[src/rtl/stream_ctrl.sv]
// TX stream sequencer: tracks FIFO occupancy, gates the modulator through
// IDLE/FILL/RUN/STALL, and throttles the host with level watermarks.
module stream_ctrl #(
    parameter int DEPTH_WIDTH  = 8,
    parameter int START_LEVEL  = 128,
    parameter int RESUME_LEVEL = 64,
    parameter int HI_WM        = 240,
    parameter int LO_WM        = 192,
    parameter int TIMEOUT_CLKS = 1200000,
    parameter int CNT_W        = 16
) (
    input  logic                   clk,
    input  logic                   rst,
    input  logic                   arm,
    input  logic                   fifo_wr,
    input  logic                   fifo_rd,
    input  logic                   fifo_empty,
    input  logic                   fifo_full,
    output logic                   mod_enable,
    output logic                   host_ready,
    output logic [DEPTH_WIDTH:0]   level,
    output logic [1:0]             state,
    output logic [CNT_W-1:0]       underrun_cnt,
    output logic                   eos
);

    localparam int LW = DEPTH_WIDTH + 1;
    localparam int TW = (TIMEOUT_CLKS < 2) ? 1 : $clog2(TIMEOUT_CLKS + 1);

    localparam logic [LW-1:0]    LEVEL_MAX = LW'(1 << DEPTH_WIDTH);
    localparam logic [LW-1:0]    START_LV  = LW'(START_LEVEL);
    localparam logic [LW-1:0]    RESUME_LV = LW'(RESUME_LEVEL);
    localparam logic [LW-1:0]    HI_LV     = LW'(HI_WM);
    localparam logic [LW-1:0]    LO_LV     = LW'(LO_WM);
    localparam logic [LW-1:0]    LV_ONE    = LW'(1);
    localparam logic [TW-1:0]    TO_LAST   = TW'(TIMEOUT_CLKS - 1);
    localparam logic [TW-1:0]    TO_ONE    = TW'(1);
    localparam logic [CNT_W-1:0] UR_ONE    = CNT_W'(1);

    typedef enum logic [1:0] {
        IDLE  = 2'd0,
        FILL  = 2'd1,
        RUN   = 2'd2,
        STALL = 2'd3
    } state_t;

    state_t            state_reg, state_next;
    logic [LW-1:0]     level_reg, level_next;
    logic              host_ready_reg, host_ready_next;
    logic              mod_enable_reg, mod_enable_next;
    logic [CNT_W-1:0]  underrun_reg, underrun_next;
    logic              eos_reg, eos_next;
    logic [TW-1:0]     tmo_reg, tmo_next;

    logic wr_q;
    logic rd_q;
    logic to_hit;

    assign wr_q   = fifo_wr & ~fifo_full;
    assign rd_q   = fifo_rd & ~fifo_empty;
    assign to_hit = (tmo_reg == TO_LAST);

    // Occupancy and host throttle; the watermark sees the updated level.
    always_comb begin
        level_next      = level_reg;
        host_ready_next = host_ready_reg;
        if (wr_q && !rd_q && level_reg != LEVEL_MAX) begin
            level_next = level_reg + LV_ONE;
        end else if (rd_q && !wr_q && level_reg != '0) begin
            level_next = level_reg - LV_ONE;
        end
        if (level_next >= HI_LV) begin
            host_ready_next = 1'b0;
        end else if (level_next <= LO_LV) begin
            host_ready_next = 1'b1;
        end
    end

    always_comb begin
        state_next    = state_reg;
        underrun_next = underrun_reg;
        eos_next      = 1'b0;
        if (!arm) begin
            state_next = IDLE;
        end else begin
            case (state_reg)
                IDLE: begin
                    if (level_reg != '0) state_next = FILL;
                end
                FILL: begin
                    if (level_reg >= START_LV) begin
                        state_next = RUN;
                    end else if (to_hit && level_reg != '0) begin
                        state_next = RUN;
                    end
                end
                RUN: begin
                    if (fifo_empty && !wr_q) begin
                        state_next = STALL;
                        if (underrun_reg != '1) underrun_next = underrun_reg + UR_ONE;
                    end
                end
                STALL: begin
                    if (level_reg >= RESUME_LV) begin
                        state_next = RUN;
                    end else if (to_hit) begin
                        state_next = IDLE;
                        eos_next   = 1'b1;
                    end
                end
                default: state_next = IDLE;
            endcase
        end
        mod_enable_next = (state_next == RUN);

        // Idle timer only runs while waiting in FILL/STALL with no host traffic.
        tmo_next = tmo_reg;
        if (state_next != state_reg || wr_q ||
            !(state_reg == FILL || state_reg == STALL)) begin
            tmo_next = '0;
        end else if (!to_hit) begin
            tmo_next = tmo_reg + TO_ONE;
        end
    end

    always_ff @(posedge clk or negedge rst) begin
        if (!rst) begin
            state_reg      <= IDLE;
            level_reg      <= '0;
            host_ready_reg <= 1'b1;
            mod_enable_reg <= 1'b0;
            underrun_reg   <= '0;
            eos_reg        <= 1'b0;
            tmo_reg        <= '0;
        end else begin
            state_reg      <= state_next;
            level_reg      <= level_next;
            host_ready_reg <= host_ready_next;
            mod_enable_reg <= mod_enable_next;
            underrun_reg   <= underrun_next;
            eos_reg        <= eos_next;
            tmo_reg        <= tmo_next;
        end
    end

    assign state        = state_reg;
    assign level        = level_reg;
    assign host_ready   = host_ready_reg;
    assign mod_enable   = mod_enable_reg;
    assign underrun_cnt = underrun_reg;
    assign eos          = eos_reg;

endmodule

[config.mk]
export PLATFORM = sky130hd
export DESIGN_NAME = stream_ctrl
export DESIGN_NICKNAME = d
export VERILOG_FILES = /design/src/rtl/stream_ctrl.sv
export SDC_FILE = /design/constraint.sdc
export NUM_CORES = 1
export LEC_CHECK = 0
export CORE_ASPECT_RATIO = 0.75
export CORE_MARGIN = 10
export CORE_UTILIZATION = 55
export CTS_BUF_LIST = sky130_fd_sc_hd__clkbuf_8
export DETAILED_ROUTE_END_ITERATION = 10
export GPL_TIMING_DRIVEN = 0
export MAX_ROUTING_LAYER = met4
export PLACE_DENSITY = 0.8
export SKIP_LAST_GASP = 1
export SYNTH_ARGS = -nofsm -noshare
export SYNTH_HDL_FRONTEND = slang
export SYNTH_SLANG_ARGS = --single-unit
[constraint.sdc]
create_clock -name clk -period 5.3 [get_ports clk]
set_input_delay 1.59 -clock clk [delete_from_list [all_inputs] [get_ports clk]]
set_output_delay 1.59 -clock clk [all_outputs]
set_load 0.05 [all_outputs]
==> metrics.md <==
| Metric | Value |
|---|---|
| Status | `complete, no violations` |
| Reg2Reg Setup Slack | `2.54 ns` |
| Worst Skew | `0.003659 ns` |
| Clock Sinks | `51` |
| Fill cell count | `389` |
| Util after Layout | `68.74%` |
| Die Width | `102.6 µm` |
| Clock tree buffer depth | `2` |
| Hpwl dp | `4552 µm` |
| Reg2reg path depth | `8` |
| Router iterations before antenna repair | `4` |
| Top post-synthesis cells by area | `dfrtp_1 44%, xnor2_1 10%, nor2_1 5.3%` |
| Asr flop ratio synth | `100.0%` |
| Final GP Congestion | `0.8712` |
| DR vias | `2262` |
| Met1 Usage GRT | `21.36%` |
| Final-report hold violation count | `0` |
| Setup ws final | `1.903 ns` |
| Final setup fails | `0` |
| Synth area leader | `dfrtp_1` |
| IO Port Bufs | `36` |
| Post-Synthesis Cell Area | `2815 µm²` |
| Ant. Diodes | `0` |
| Post-synth EDFFs | `0` |
| Register bit total from synthesis | `51` |
| CTS tree | `done` |
| Wirelength per Cell | `15.06 µm` |
| Pwr Density | `395.1 nW/µm²` |
| Hold_buf cts | `0` |
| Rows | `22` |
| Die height | `81.96 µm` |
| Number of buffers created by CTS | `5` |
| Tmin final | `3.397 ns` |
| Layout area overhead | `20.31%` |
| Clk Latency, worst-skew pair | `0.30 ns` |
| Final Slew Violations | `0` |
| GRT overflow | `0` |
| Die area | `8410 µm²` |
| Met3 GRT Util | `3.523%` |
| CP Max Fanout | `10` |
| Total power | `1.338 mW` |
| DP Worst Slack | `1.618 ns` |
| Clk slew on worst S/H paths | `0.09 ns` |
| DRT Wirelength | `6040 µm` |
| Crit Path Category | `primary input to register` |
| Hold Crit Start | `underrun_cnt[13]$_DFFE_PN0P_` |
| Max-slew headroom | `55.62%` |
| Final period util | `64.09%` |
| H-tree depth | `2` |
| Post-route cell area | `3387 µm²` |
| Ports | `37` |
| Critical path capture point type | `register` |
| Startpoint types | `primary input` |
| Layout cells sized above 1 | `8.504%` |
| Max Fclk | `0.2944 GHz` |
| Distinct cells, synth | `57` |
| Mapped Cells | `296` |
| Met2 GRT Util | `23.20%` |
| Warnings, synthesis | `0` |
| Maximum VDD drop | `0.2231 mV` |
| Core area | `4927 µm²` |
| Synth top area share | `44.44%` |
| FF-to-FF Start | `level[0]$_DFF_PN0_` |
| RSZ-0062 raised after global routing | `no` |
| HP Class | `register to register` |
| DR DRC count | `0` |
| Initial antenna violation count | `0` |
| Syn Nets | `307` |
| Vias in the first global route | `2148` |
| Worst EP required | `5.53 ns` |
| Max-Cap Viols | `0` |
| Synthesized area per cell | `9.511 µm²` |
| Register area share after synthesis | `45.38%` |
| Largest register FFs | `21` |
| Hold path depth | `1` |
| Worst Hold End | `underrun_cnt[13]$_DFFE_PN0P_` |
| Worst path arrival time | `3.62 ns` |
| Final setup TNS | `0 ns` |
| 1st-iter DRT viols | `123` |
| First-pass GRT wire length | `10250 µm` |
| Critical R2R Capture | `host_ready$_DFFE_PN1P_` |
| Worst Tran Pin Value | `0.6651 ns` |
| Static Leak | `1.360 nW` |
| Grt peak-use layer | `met2` |
| Predominant post-synthesis flop cell | `dfrtp_1` |
| Antenna viol nets, final | `0` |
| Total GRT Usage | `15.71%` |
| Setup Fix Bufs, Post-CTS | `0` |
| Routed vias/inst | `5.641` |
| Final layout net count | `351` |
| Post-cts sizing count | `0` |
| Area of placed instances | `3266 µm²` |
| Root buffer cell | `clkbuf_8` |
| Largest net degree at the start of global routing | `30` |
| Initial Util | `57.14%` |
cell usage in the layout (no fill, tap or decap), types with 4 or more instances in the layout:
cell type,count
a31oi_1,4
nand2b_1,4
and2_1,4
nor4_1,5
xor2_1,6
inv_1,9
nor2_1,40
nand2_1,25
ha_1,4
dfrtp_1,50
nand3_1,17
o21ai_0,4
nand4_1,10
nor3_1,17
clkbuf_8,6
clkdlybuf4s50_1,35
or3_1,4
buf_2,5
xnor2_1,32
synthesized netlist by cell type, types with 2 or more instances:
| master | instances |
|---|---|
| nand4b_1 | 2 |
| a21oi_1 | 3 |
| nand2_1 | 25 |
| nand3_1 | 17 |
| nor2b_1 | 3 |
| a31oi_1 | 4 |
| buf_6 | 2 |
| and3_1 | 3 |
| nand4_1 | 10 |
| nor3_1 | 17 |
| inv_1 | 9 |
| xor2_1 | 6 |
| o31ai_1 | 3 |
| nor4_1 | 5 |
| and4_1 | 3 |
| o21ai_0 | 4 |
| nand2b_1 | 4 |
| nor3b_1 | 2 |
| o2111ai_1 | 2 |
| and2_1 | 4 |
| ha_1 | 4 |
| and4b_1 | 2 |
| a211oi_1 | 2 |
| nor2_1 | 40 |
| mux2i_1 | 2 |
| buf_2 | 4 |
| or3_1 | 4 |
| dfrtp_1 | 50 |
| xnor2_1 | 32 |
per-layer routing:
layer,vias up,wire [µm]
met2,60,2646
met5,-,0
li1,1126,-
met3,7,314
met4,0,68
met1,1069,3009
stage by stage:
step / cells / hold slack, ns
floorplan: 296 / 0.5042
global placement: 392 / 0.4895
detailed placement: 393 / 0.5011
CTS: 401 / 0.5143
global route: 401 / 0.5344
finish: 401 / 0.5102
worst max-delay path: stages:
cell and delay, ns:
clkdlybuf4s50_1 0.41, nand2b_1 0.16, buf_2 0.19, nor4_1 0.40
xnor2_1 0.17, mux2i_1 0.15, a211o_1 0.31, o32ai_2 0.25
worst max path at each step:
stage                             endpoint  cells past startpoint  slack (ns)       start
finish              host_ready$_DFFE_PN1P_                      8        1.90   fifo_full
floorplan           host_ready$_DFFE_PN1P_                      7        2.20   fifo_full
global placement    tmo_reg[6]$_DFFE_PN0P_                      1        1.18         rst
detailed placement  host_ready$_DFFE_PN1P_                      8        1.62   fifo_full
global route        host_ready$_DFFE_PN1P_                      8        1.77  fifo_empty
CTS                 host_ready$_DFFE_PN1P_                      8        1.89   fifo_full
logic make-up (layout without fill, tap and decap cells):
kind of cell               Yosys count  in the layout  share of synthesized area, %
buffers and inverters               18             63                         3.289
DFF                                 51             51                         45.38
adders and majority gates            4              4                         1.778
xor gates and xnor gates            38             38                         11.82
AOI/OAI and AO/OA                   29             29                         7.733
and+or+nand+nor                    153            153                         28.89
muxes                                3              3                         1.111
report_power, final:
part	internal (mW)	switching, mW
Combinational	0.197	0.335
Clock	0.155	0.132
Sequential	0.439	0.0794
Total	0.792	0.547
area by class of cell:
type                    instances  area, µm²  area share, %
clock buffers                   6      82.58          2.438
plain buffers                   9      58.81          1.736
clock inverters                 2      38.79          1.145
inverters                       9      33.78         0.9974
repair buffers                 37      375.4          11.08
multi-input cells             227       1445          42.67
flip-flops and latches         51       1277          37.72
well taps                      60      75.07          2.216
(Power assumes the default switching activity.)
